===== config.mk =====
export PLATFORM = sky130hd
export DESIGN_NAME = fetch_stage
export DESIGN_NICKNAME = d
export VERILOG_FILES = /design/src/rtl/fetch_stage.sv
export SDC_FILE = /design/constraint.sdc
export NUM_CORES = 1
export LEC_CHECK = 0
export BUFFER_PORTS_ARGS = -buffer_cell sky130_fd_sc_hd__buf_2
export CORE_MARGIN = 3
export CORE_UTILIZATION = 50
export DETAILED_ROUTE_END_ITERATION = 8
export GPL_TIMING_DRIVEN = 0
export PLACE_DENSITY = 0.77
export SLEW_MARGIN = 15
export SYNTH_ARGS = -nofsm -noshare
export SYNTH_HDL_FRONTEND = slang
export SYNTH_SLANG_ARGS = --single-unit

===== constraint.sdc =====
create_clock -name clk -period 10.6 [get_ports clk]
set_input_delay 0 -clock clk [delete_from_list [all_inputs] [get_ports clk]]
set_output_delay 0 -clock clk [all_outputs]
set_load 0.02 [all_outputs]

===== src/rtl/fetch_stage.sv =====
// ---------------------------------------------------------------------------
// fetch_stage
//   Instruction-fetch stage plus the IF/ID pipeline register of the RISC-V
//   core. Owns the PC, runs the instruction-memory request handshake, holds
//   on a hazard stall, follows execute-stage redirects and emits NOP bubbles
//   (addi x0,x0,0) whenever no valid instruction is available.
//
// Handshake: imem_req is raised with a stable imem_addr and kept up until a
//   cycle in which imem_valid=1; that cycle completes the transfer and
//   imem_rdata is sampled on the same rising edge. imem_valid may be high in
//   the very first cycle of a request (zero-wait memory). A started request
//   is never withdrawn, so at most one request is outstanding.
//
// Ports:
//   clk, rst        clock; asynchronous active-high reset
//   stall           hazard unit: hold IF/ID and PC
//   redirect_valid  taken branch/jump this cycle (beats stall)
//   redirect_pc     redirect target, bits [1:0] ignored
//   imem_req        fetch request
//   imem_addr       fetch address (the PC register)
//   imem_valid      fetch response valid
//   imem_rdata      fetched instruction
//   instr_out       IF/ID instruction (NOP when instr_valid=0)
//   pc_out          PC of instr_out
//   instr_valid     instr_out is a real instruction
// ---------------------------------------------------------------------------
module fetch_stage #(
  parameter int                  PC_WIDTH    = 32,
  parameter int                  INSTR_WIDTH = 32,
  parameter logic [PC_WIDTH-1:0] RESET_PC    = '0
) (
  input  logic                   clk,
  input  logic                   rst,
  input  logic                   stall,
  input  logic                   redirect_valid,
  input  logic [PC_WIDTH-1:0]    redirect_pc,
  output logic                   imem_req,
  output logic [PC_WIDTH-1:0]    imem_addr,
  input  logic                   imem_valid,
  input  logic [INSTR_WIDTH-1:0] imem_rdata,
  output logic [INSTR_WIDTH-1:0] instr_out,
  output logic [PC_WIDTH-1:0]    pc_out,
  output logic                   instr_valid
);

  localparam logic [INSTR_WIDTH-1:0] NOP = INSTR_WIDTH'(32'h0000_0013);

  // IDLE    : one cycle after reset, no request
  // FETCH   : request up for the current pc
  // HOLD    : response captured in the skid buffer while stalled
  // DISCARD : redirect arrived mid-request; wait out the response and drop it
  typedef enum logic [1:0] {IDLE, FETCH, HOLD, DISCARD} state_t;

  state_t                 state;
  logic [PC_WIDTH-1:0]    pc;
  logic [PC_WIDTH-1:0]    tgt;
  logic [INSTR_WIDTH-1:0] skid_data;
  logic [PC_WIDTH-1:0]    redirect_aligned;
  logic [PC_WIDTH-1:0]    pc_inc;
  logic                   unused_bits;

  assign redirect_aligned = {redirect_pc[PC_WIDTH-1:2], 2'b00};
  assign pc_inc           = pc + PC_WIDTH'(4);
  assign unused_bits      = ^redirect_pc[1:0];

  // In DISCARD pc still holds the old address, so the request stays stable
  // while the redirect target waits in tgt.
  assign imem_req  = (state == FETCH) || (state == DISCARD);
  assign imem_addr = pc;

  always_ff @(posedge clk or posedge rst) begin
    if (rst) begin
      state       <= IDLE;
      pc          <= RESET_PC;
      tgt         <= '0;
      skid_data   <= NOP;
      instr_out   <= NOP;
      pc_out      <= '0;
      instr_valid <= 1'b0;
    end else begin
      case (state)
        IDLE: begin
          state <= FETCH;
          if (redirect_valid) begin
            pc          <= redirect_aligned;
            instr_out   <= NOP;
            instr_valid <= 1'b0;
          end
        end

        FETCH: begin
          if (redirect_valid) begin
            instr_out   <= NOP;
            instr_valid <= 1'b0;
            if (imem_valid) begin
              // Response arrives with the redirect: drop it, refetch now.
              pc <= redirect_aligned;
            end else begin
              tgt   <= redirect_aligned;
              state <= DISCARD;
            end
          end else if (imem_valid && !stall) begin
            instr_out   <= imem_rdata;
            pc_out      <= pc;
            instr_valid <= 1'b1;
            pc          <= pc_inc;
          end else if (imem_valid) begin
            // Stalled: park the response; pc keeps its address for pc_out.
            skid_data <= imem_rdata;
            state     <= HOLD;
          end else if (!stall) begin
            instr_out   <= NOP;
            instr_valid <= 1'b0;
          end
        end

        HOLD: begin
          if (redirect_valid) begin
            instr_out   <= NOP;
            instr_valid <= 1'b0;
            pc          <= redirect_aligned;
            state       <= FETCH;
          end else if (!stall) begin
            instr_out   <= skid_data;
            pc_out      <= pc;
            instr_valid <= 1'b1;
            pc          <= pc_inc;
            state       <= FETCH;
          end
        end

        DISCARD: begin
          instr_out   <= NOP;
          instr_valid <= 1'b0;
          if (imem_valid) begin
            pc    <= redirect_valid ? redirect_aligned : tgt;
            state <= FETCH;
          end else if (redirect_valid) begin
            tgt <= redirect_aligned;
          end
        end

        default: state <= IDLE;
      endcase
    end
  end

endmodule


==> results.tsv, run 1 <==
stage	metric	value	unit
die	core area	15900	um^2
cts	worst-skew pair later-pin latency	420	ps
synth	Primary FF master, synth	dfrtp_1	
cts	CTS tree	built	
global_routing	vias in the first global route	7281	
synth	Ys Warns	0	
routing	Routed WL per cell	19.9	um
worst_setup_path	Setup crit start kind	flop	
routing	DR pass1 iterations	6	
cts	CTS sink count	163	
sta	final setup fails	0	
placement	gpl congestion	0.951	
global_routing	wire length of the first global-routing pass	39100	um
worst_setup_path	Crit-path slowest cell	nor2b_1	
die	Initial Utilization	51.4	%
final_layout	ANT cells	0	
sta	actual slew at the worst max-slew pin	715	ps
synth	Post-synth EDFFs	0	
sta	Slew Viols, Final	0	
worst_setup_path	Worst EP arrival	3350	ps
worst_setup_path	peak fanout along the critical path	10	
cts	H-tree depth	4	
placement	HPWL after detailed placement	16700	um
global_routing	initial antenna violation count	1	
cts	root buf cell	clkbuf_16	
outcome	outcome	complete, no violations	
sta	Final WS setup	7620	ps
synth	Seq cells post-synth	163	
cts	CTS max path bufs	2	
die	FP Rows	46	
routing	drt via density	6.04	
sta	Final Critical Period	2980	ps
final_layout	layout cell share with drive strength beyond 1	33.8	%
sta	fmax	0.335	GHz
worst_setup_path	slowest stage delay, CP	620	ps
synth	Post-Synthesis Cell Area	8190	um^2
final_layout	P&R area growth vs syn	29.3	%
cts	Num CTS Buffers	17	
synth	Mapped Cells	763	
worst_setup_path	CP endpoint kind	flop	
placement	worst slack at placement	7740	ps
cts	Reg clk slew, reported paths	60	ps
worst_setup_path	WS Path Type	reg2reg	
sta	final hold violations	0	
sta	worst hold slack	95.4	ps
synth	count of cell types in the netlist	67	
flow_run	max_cap viols	0	
synth	post-synthesis sequential area ratio	49.9	%
sta	Final Cycle Share	28.2	%
worst_setup_path	crit path cell chain	inv_1 > ha_1 > clkbuf_1 > nor2b_1 > clkbuf_1 > nand2_1 > a41oi_1 > o21ai_0 > nand2_1	
sta	setup tns final	0	ps
power_and_ir_drop	Max IR drop VDD	0.000149	V
worst_setup_path	Worst EP required	10960	ps
power_and_ir_drop	leakage	0.00471	uW
sta	relative slew slack	52.3	%
placement	dpl cell area	9320	um^2
routing	antenna viol nets, final	0	
synth	Mapped Nets	838	
hold_path	HP Class	in2reg	
sta	Clock Skew	6.08	ps
synth	Post-synth ARST share	100	%
routing	DRC violations left	0	
synth	syn_area_per_cell	10.7	um^2
global_routing	largest net degree at the start of global routing	89	
routing	DRT Wirelength	24700	um
die	I/O Pins	167	
global_routing	Remaining Overflow, GRT	0	
final_layout	fillcell total	1281	
placement	count of input and output buffers	164	
cts	CTS-repair resized insts	0	
final_layout	design area	10600	um^2
routing	Vias	7490	
final_layout	nets	1086	
power_and_ir_drop	cell area power density	300	nW/um^2
sta	setup repair after global routing missed its margin	false	
die	Die X	134	um
routing	First DRT Iteration DRCs	856	
die	Die ar.	18000	um^2
global_routing	GRT Resource Usage Total	27.5	%
die	Die Y	134	um
[final timing paths]
path	startpoint	endpoint	slack, ps	cells past startpoint
setup / recovery	state[0]	imem_addr[19]	7620	9
hold / removal	imem_valid	state[1]	100	4
setup reg to reg	state[0]	imem_addr[19]	7620	9
hold reg to reg	instr_out[18]	instr_out[18]	480	2
max in group asynchronous	rst	imem_addr[29]	9600	4
min in group asynchronous	rst	skid_data[7]	220	3
[per-stage QoR]
step	utilization, %	cells	power [uW]
2_1_floorplan	-	763	2030
3_3_place_gp	58.2	1143	2430
3_5_place_dp	58.4	1144	2470
4_1_cts	66.4	1240	3150
5_1_grt	66.4	1240	3350
6_report	66.4	1240	3180
[synth_stat cells (6+ instances only)]
library cell / instances / share of area [%]
nand2_1: 82 / 3.8
dfstp_2: 6 / 1.9
clkbuf_1: 32 / 1.5
nor3_1: 13 / 0.79
a22oi_1: 35 / 3.2
ha_1: 6 / 0.92
a22o_1: 21 / 2.2
a221o_1: 9 / 1.1
dfrtp_1: 157 / 48
a221oi_1: 9 / 0.96
buf_2: 18 / 1.1
nor2b_1: 7 / 0.53
o21ai_0: 70 / 4.3
a21oi_1: 15 / 0.92
inv_1: 10 / 0.46
nand4_1: 14 / 1.1
nor2_1: 27 / 1.2
nor4_1: 8 / 0.61
mux2_2: 106 / 15
nand3_1: 18 / 1.1
nand2b_1: 7 / 0.53
[cells in the final DEF, fill, tap and decap left out, types with 8 or more instances in the layout]
cell type	netlist	final
a22o_1	21	21
nor3_1	13	13
nor4_1	8	8
a221o_1	9	9
o21ai_0	70	70
a22oi_1	35	35
a221oi_1	9	9
clkbuf_16	0	17
dlygate4sd3_1	0	64
nor2_1	27	27
nand3_1	18	18
buf_2	18	182
dfrtp_1	157	157
mux2_2	106	106
nand4_1	14	14
a21oi_1	15	15
nand2_1	82	82
clkbuf_1	32	32
inv_1	10	9
[worst max-delay path, delay by kind of cell (launching register included)]
family          cells  cell delay (ps)
simple gates        3              810
compound gates      2              300
buf+inv             3             1100
flops               1              390
fa+ha+maj           1              320
[kinds of logic after synthesis]
kind of cell,after synthesis,synth area share (%)
compound gates,210,17.9
simple gates,204,12.5
flops,163,49.9
mux,106,14.6
buf+inv,67,3.50
xor+xnor,7,0.748
fa+ha+maj,6,0.916
[flip-flops by register name, summed over array words and instances, names as in the netlist]
name,count
imem_addr,32
skid_data,32
state,2
instr_out,32
tgt,32
pc_out,32
instr_valid,1
[routing by layer]
metal  track usage (%)  up-vias  share of wire (%)
met5                 0        -              0.053
li1                  -     3359                  -
met1              35.5     3594                 39
met3              6.53       76                 10
met2              45.1      459                 48
met4              10.6        2                3.0
[what timing repair did]
action,CTS,global route
buffers inserted,0,0
hold buffers,64,0
endpoints found under the hold margin,192,0
[layout make-up]
type | instances | area (um^2) | area share [%]
Multi-Input combinational cell | 533 | 3820 | 36.1
Clock inverter | 11 | 150 | 1.42
Clock buffer | 21 | 480 | 4.54
Buffer | 56 | 245 | 2.32
Sequential cell | 163 | 4090 | 38.6
Inverter | 11 | 48.8 | 0.461
Timing Repair Buffer | 229 | 1490 | 14.1
Tap cell | 216 | 270 | 2.55
[report_power, final]
part / leakage [uW] / switching (uW) / internal [uW]
combinational: 0.00238 / 838 / 589
sequential: 0.00202 / 199 / 893
clock: 0.000306 / 258 / 397
total: 0.00471 / 1300 / 1880
No activity file was read; power rests on OpenSTA's default activity.
==> run 2, diff against run 1 <==
- ABC_AREA: not set -> 1
- PLACE_DENSITY: 0.77 -> 0.79
- clock period: 10.6 -> 2.6 ns (I/O delays scaled with it)
==> results.tsv, run 2 <==
stage	metric	value	unit
synth	Post-synth EDFFs	0	
global_routing	largest net degree at the start of global routing	40	
cts	Reg clk slew, reported paths	70	ps
global_routing	wire length of the first global-routing pass	43800	um
power_and_ir_drop	leakage	0.00569	uW
synth	Post-Synthesis Cell Area	8840	um^2
routing	antenna viol nets, final	0	
placement	worst slack at placement	265	ps
synth	Post-synth ARST share	100	%
synth	Seq cells post-synth	163	
cts	CTS sink count	163	
synth	Synth Area in Compound Gates	17.1	%
sta	Final Critical Period	2420	ps
final_layout	commonest non-fill, non-tap cells in the layout	nand2_1, o21ai_0, buf_2	
routing	Routed WL per cell	15.9	um
sta	setup repair after global routing missed its margin	false	
cts	CTS max path bufs	2	
worst_setup_path	Worst EP arrival	2770	ps
synth	Ys Warns	0	
synth	mux cell area share after synthesis	1.27	%
synth	syn_area_per_cell	7.26	um^2
final_layout	P&R area growth vs syn	27.4	%
routing	DR pass1 iterations	5	
sta	Final Cycle Share	92.9	%
synth	post-synthesis adder-cell area fraction	0.849	%
power_and_ir_drop	PnR Total Power	13400	uW
sta	actual slew at the worst max-slew pin	738	ps
synth	most frequent cell after synthesis	nand2_1	
synth	largest cells by area after synthesis	dfrtp_1, nand2_1, o21ai_0	
worst_setup_path	slowest stage delay, CP	580	ps
routing	drt via density	5.26	
placement	count of input and output buffers	163	
final_layout	design area	11300	um^2
worst_setup_path	CP endpoint kind	flop	
final_layout	final core utilization	65.2	%
placement	HPWL after detailed placement	19100	um
power_and_ir_drop	Max IR drop VDD	0.000830	V
worst_setup_path	Crit-path slowest cell	clkbuf_1	
die	Die X	139	um
worst_setup_path	WS Path Type	reg2reg	
placement	dpl cell area	10100	um^2
synth	simple-gate share of the synthesized area	24.5	%
global_routing	vias in the first global route	8707	
routing	DRC violations left	0	
sta	Slew Viols, Final	0	
synth	Primary FF master, synth	dfrtp_1	
sta	final hold violations	0	
die	Die ar.	19300	um^2
final_layout	nets	1542	
worst_setup_path	crit path cell chain	inv_1 > ha_1 > clkbuf_1 > inv_1 > o2111ai_1 > o211ai_1 > o21ai_0	
placement	gpl congestion	0.928	
routing	DRT Wirelength	27100	um
global_routing	GRT Resource Usage Total	28.0	%
die	Die Y	139	um
synth	post-synth top area share	44.4	%
cts	root buf cell	clkbuf_16	
sta	fmax	0.414	GHz
global_routing	initial antenna violation count	0	
outcome	outcome	complete, no violations	
flow_run	max_cap viols	0	
global_routing	Remaining Overflow, GRT	0	
sta	worst hold slack	17.8	ps
final_layout	ANT cells	0	
worst_setup_path	critical path buffer and inverter count	3	
synth	largest family of logic cells by synthesized area	simple AND/OR/NAND/NOR gates	
cts	CTS tree	built	
cts	Num CTS Buffers	17	
final_layout	layout cell share with drive strength beyond 1	16.7	%
worst_setup_path	Setup crit start kind	flop	
synth	synth cell count leaders	nand2_1, o21ai_0, dfrtp_1, inv_1, nor2_1	
sta	Clock Skew	6.94	ps
synth	count of cell types in the netlist	31	
worst_setup_path	Top Family by Delay on Critical Path	buffers and inverters	
die	FP Rows	48	
synth	post-synthesis sequential area ratio	46.2	%
cts	CTS-repair resized insts	0	
worst_setup_path	CP dominant cell by count	inv_1	
worst_setup_path	peak fanout along the critical path	10	
cts	worst-skew pair later-pin latency	440	ps
synth	XOR/XNOR share of the synthesized area	0.792	%
final_layout	commonest non-fill, non-tap cell in the layout	nand2_1	
routing	Vias	8972	
sta	Final WS setup	185	ps
worst_setup_path	Worst EP required	2960	ps
synth	Mapped Cells	1219	
hold_path	HP Class	in2reg	
die	Initial Utilization	51.1	%
sta	relative slew slack	50.8	%
sta	final setup fails	0	
power_and_ir_drop	cell area power density	1190	nW/um^2
die	core area	17300	um^2
synth	Mapped Nets	1294	
synth	Yosys top cell by area	dfrtp_1	
die	I/O Pins	167	
cts	H-tree depth	4	
routing	First DRT Iteration DRCs	609	
[run 2: cells by family (layout without fill, tap and decap cells)]
family / after synthesis / in the layout
DFF: 163 / 163
adders and majority gates: 6 / 6
xor gates and xnor gates: 8 / 8
buffers and inverters: 207 / 468
muxes: 10 / 10
AOI/OAI and AO/OA: 275 / 275
and+or+nand+nor: 550 / 550
[run 2: cell type report]
cell class	instances	area, um^2
multi-input combinational	849	3940
clock buffer	17	425
inverter	142	537
fill	1469	6020
buffer	65	288
tap	225	282
timing repair buffer	229	1530
clock inverter	15	183
sequential	163	4090
[run 2: stage by stage]
stage | TNS (ps) | cells
2_1_floorplan | 0 | 1219
6_report | 0 | 1705
3_3_place_gp | -73790 | 1607
3_5_place_dp | 0 | 1612
5_1_grt | 0 | 1705
4_1_cts | 0 | 1705
[run 2: path summary, 6_finish.rpt]
kind,startpoint,to,slack (ps),depth (start not counted)
min in group asynchronous,rst,instr_out[7],160,3
setup reg to reg,state[0],imem_addr[6],180,7
max in group asynchronous,rst,instr_out[0],1480,6
hold / removal,redirect_pc[23],tgt[23],20,4
setup / recovery,state[0],imem_addr[6],180,7
hold reg to reg,pc_out[10],pc_out[10],480,2
[run 2: repair_timing]
item	in CTS	in global routing
buffers inserted	0	0
hold buffers	61	0
endpoints found under the hold margin	211	0
[run 2: worst reg2reg max path, cell delays in order, from the launching register on]
cell,delay (ps)
dfrtp_1,410
inv_1,100
ha_1,320
clkbuf_1,580
inv_1,350
o2111ai_1,280
o211ai_1,180
o21ai_0,110
[run 2: power by group]
group          internal [uW]  switching, uW  leakage [uW]  total, uW
clock                   1470           1170      0.000304       2640
combinational           2120           4280       0.00333       6400
sequential              3620            775       0.00205       4390
total                   7210           6220       0.00569      13400
[run 2: per-layer routing]
metal | routed length [um] | share of wire (%) | global-route usage, % | vias to the layer above
li1 | - | - | - | 4394
met1 | 11400 | 42 | 37.5 | 4088
met2 | 12800 | 47 | 44.8 | 420
met3 | 1960 | 7.2 | 5.17 | 70
met4 | 965 | 3.6 | 12.0 | 0
met5 | 0 | 0 | 0 | -
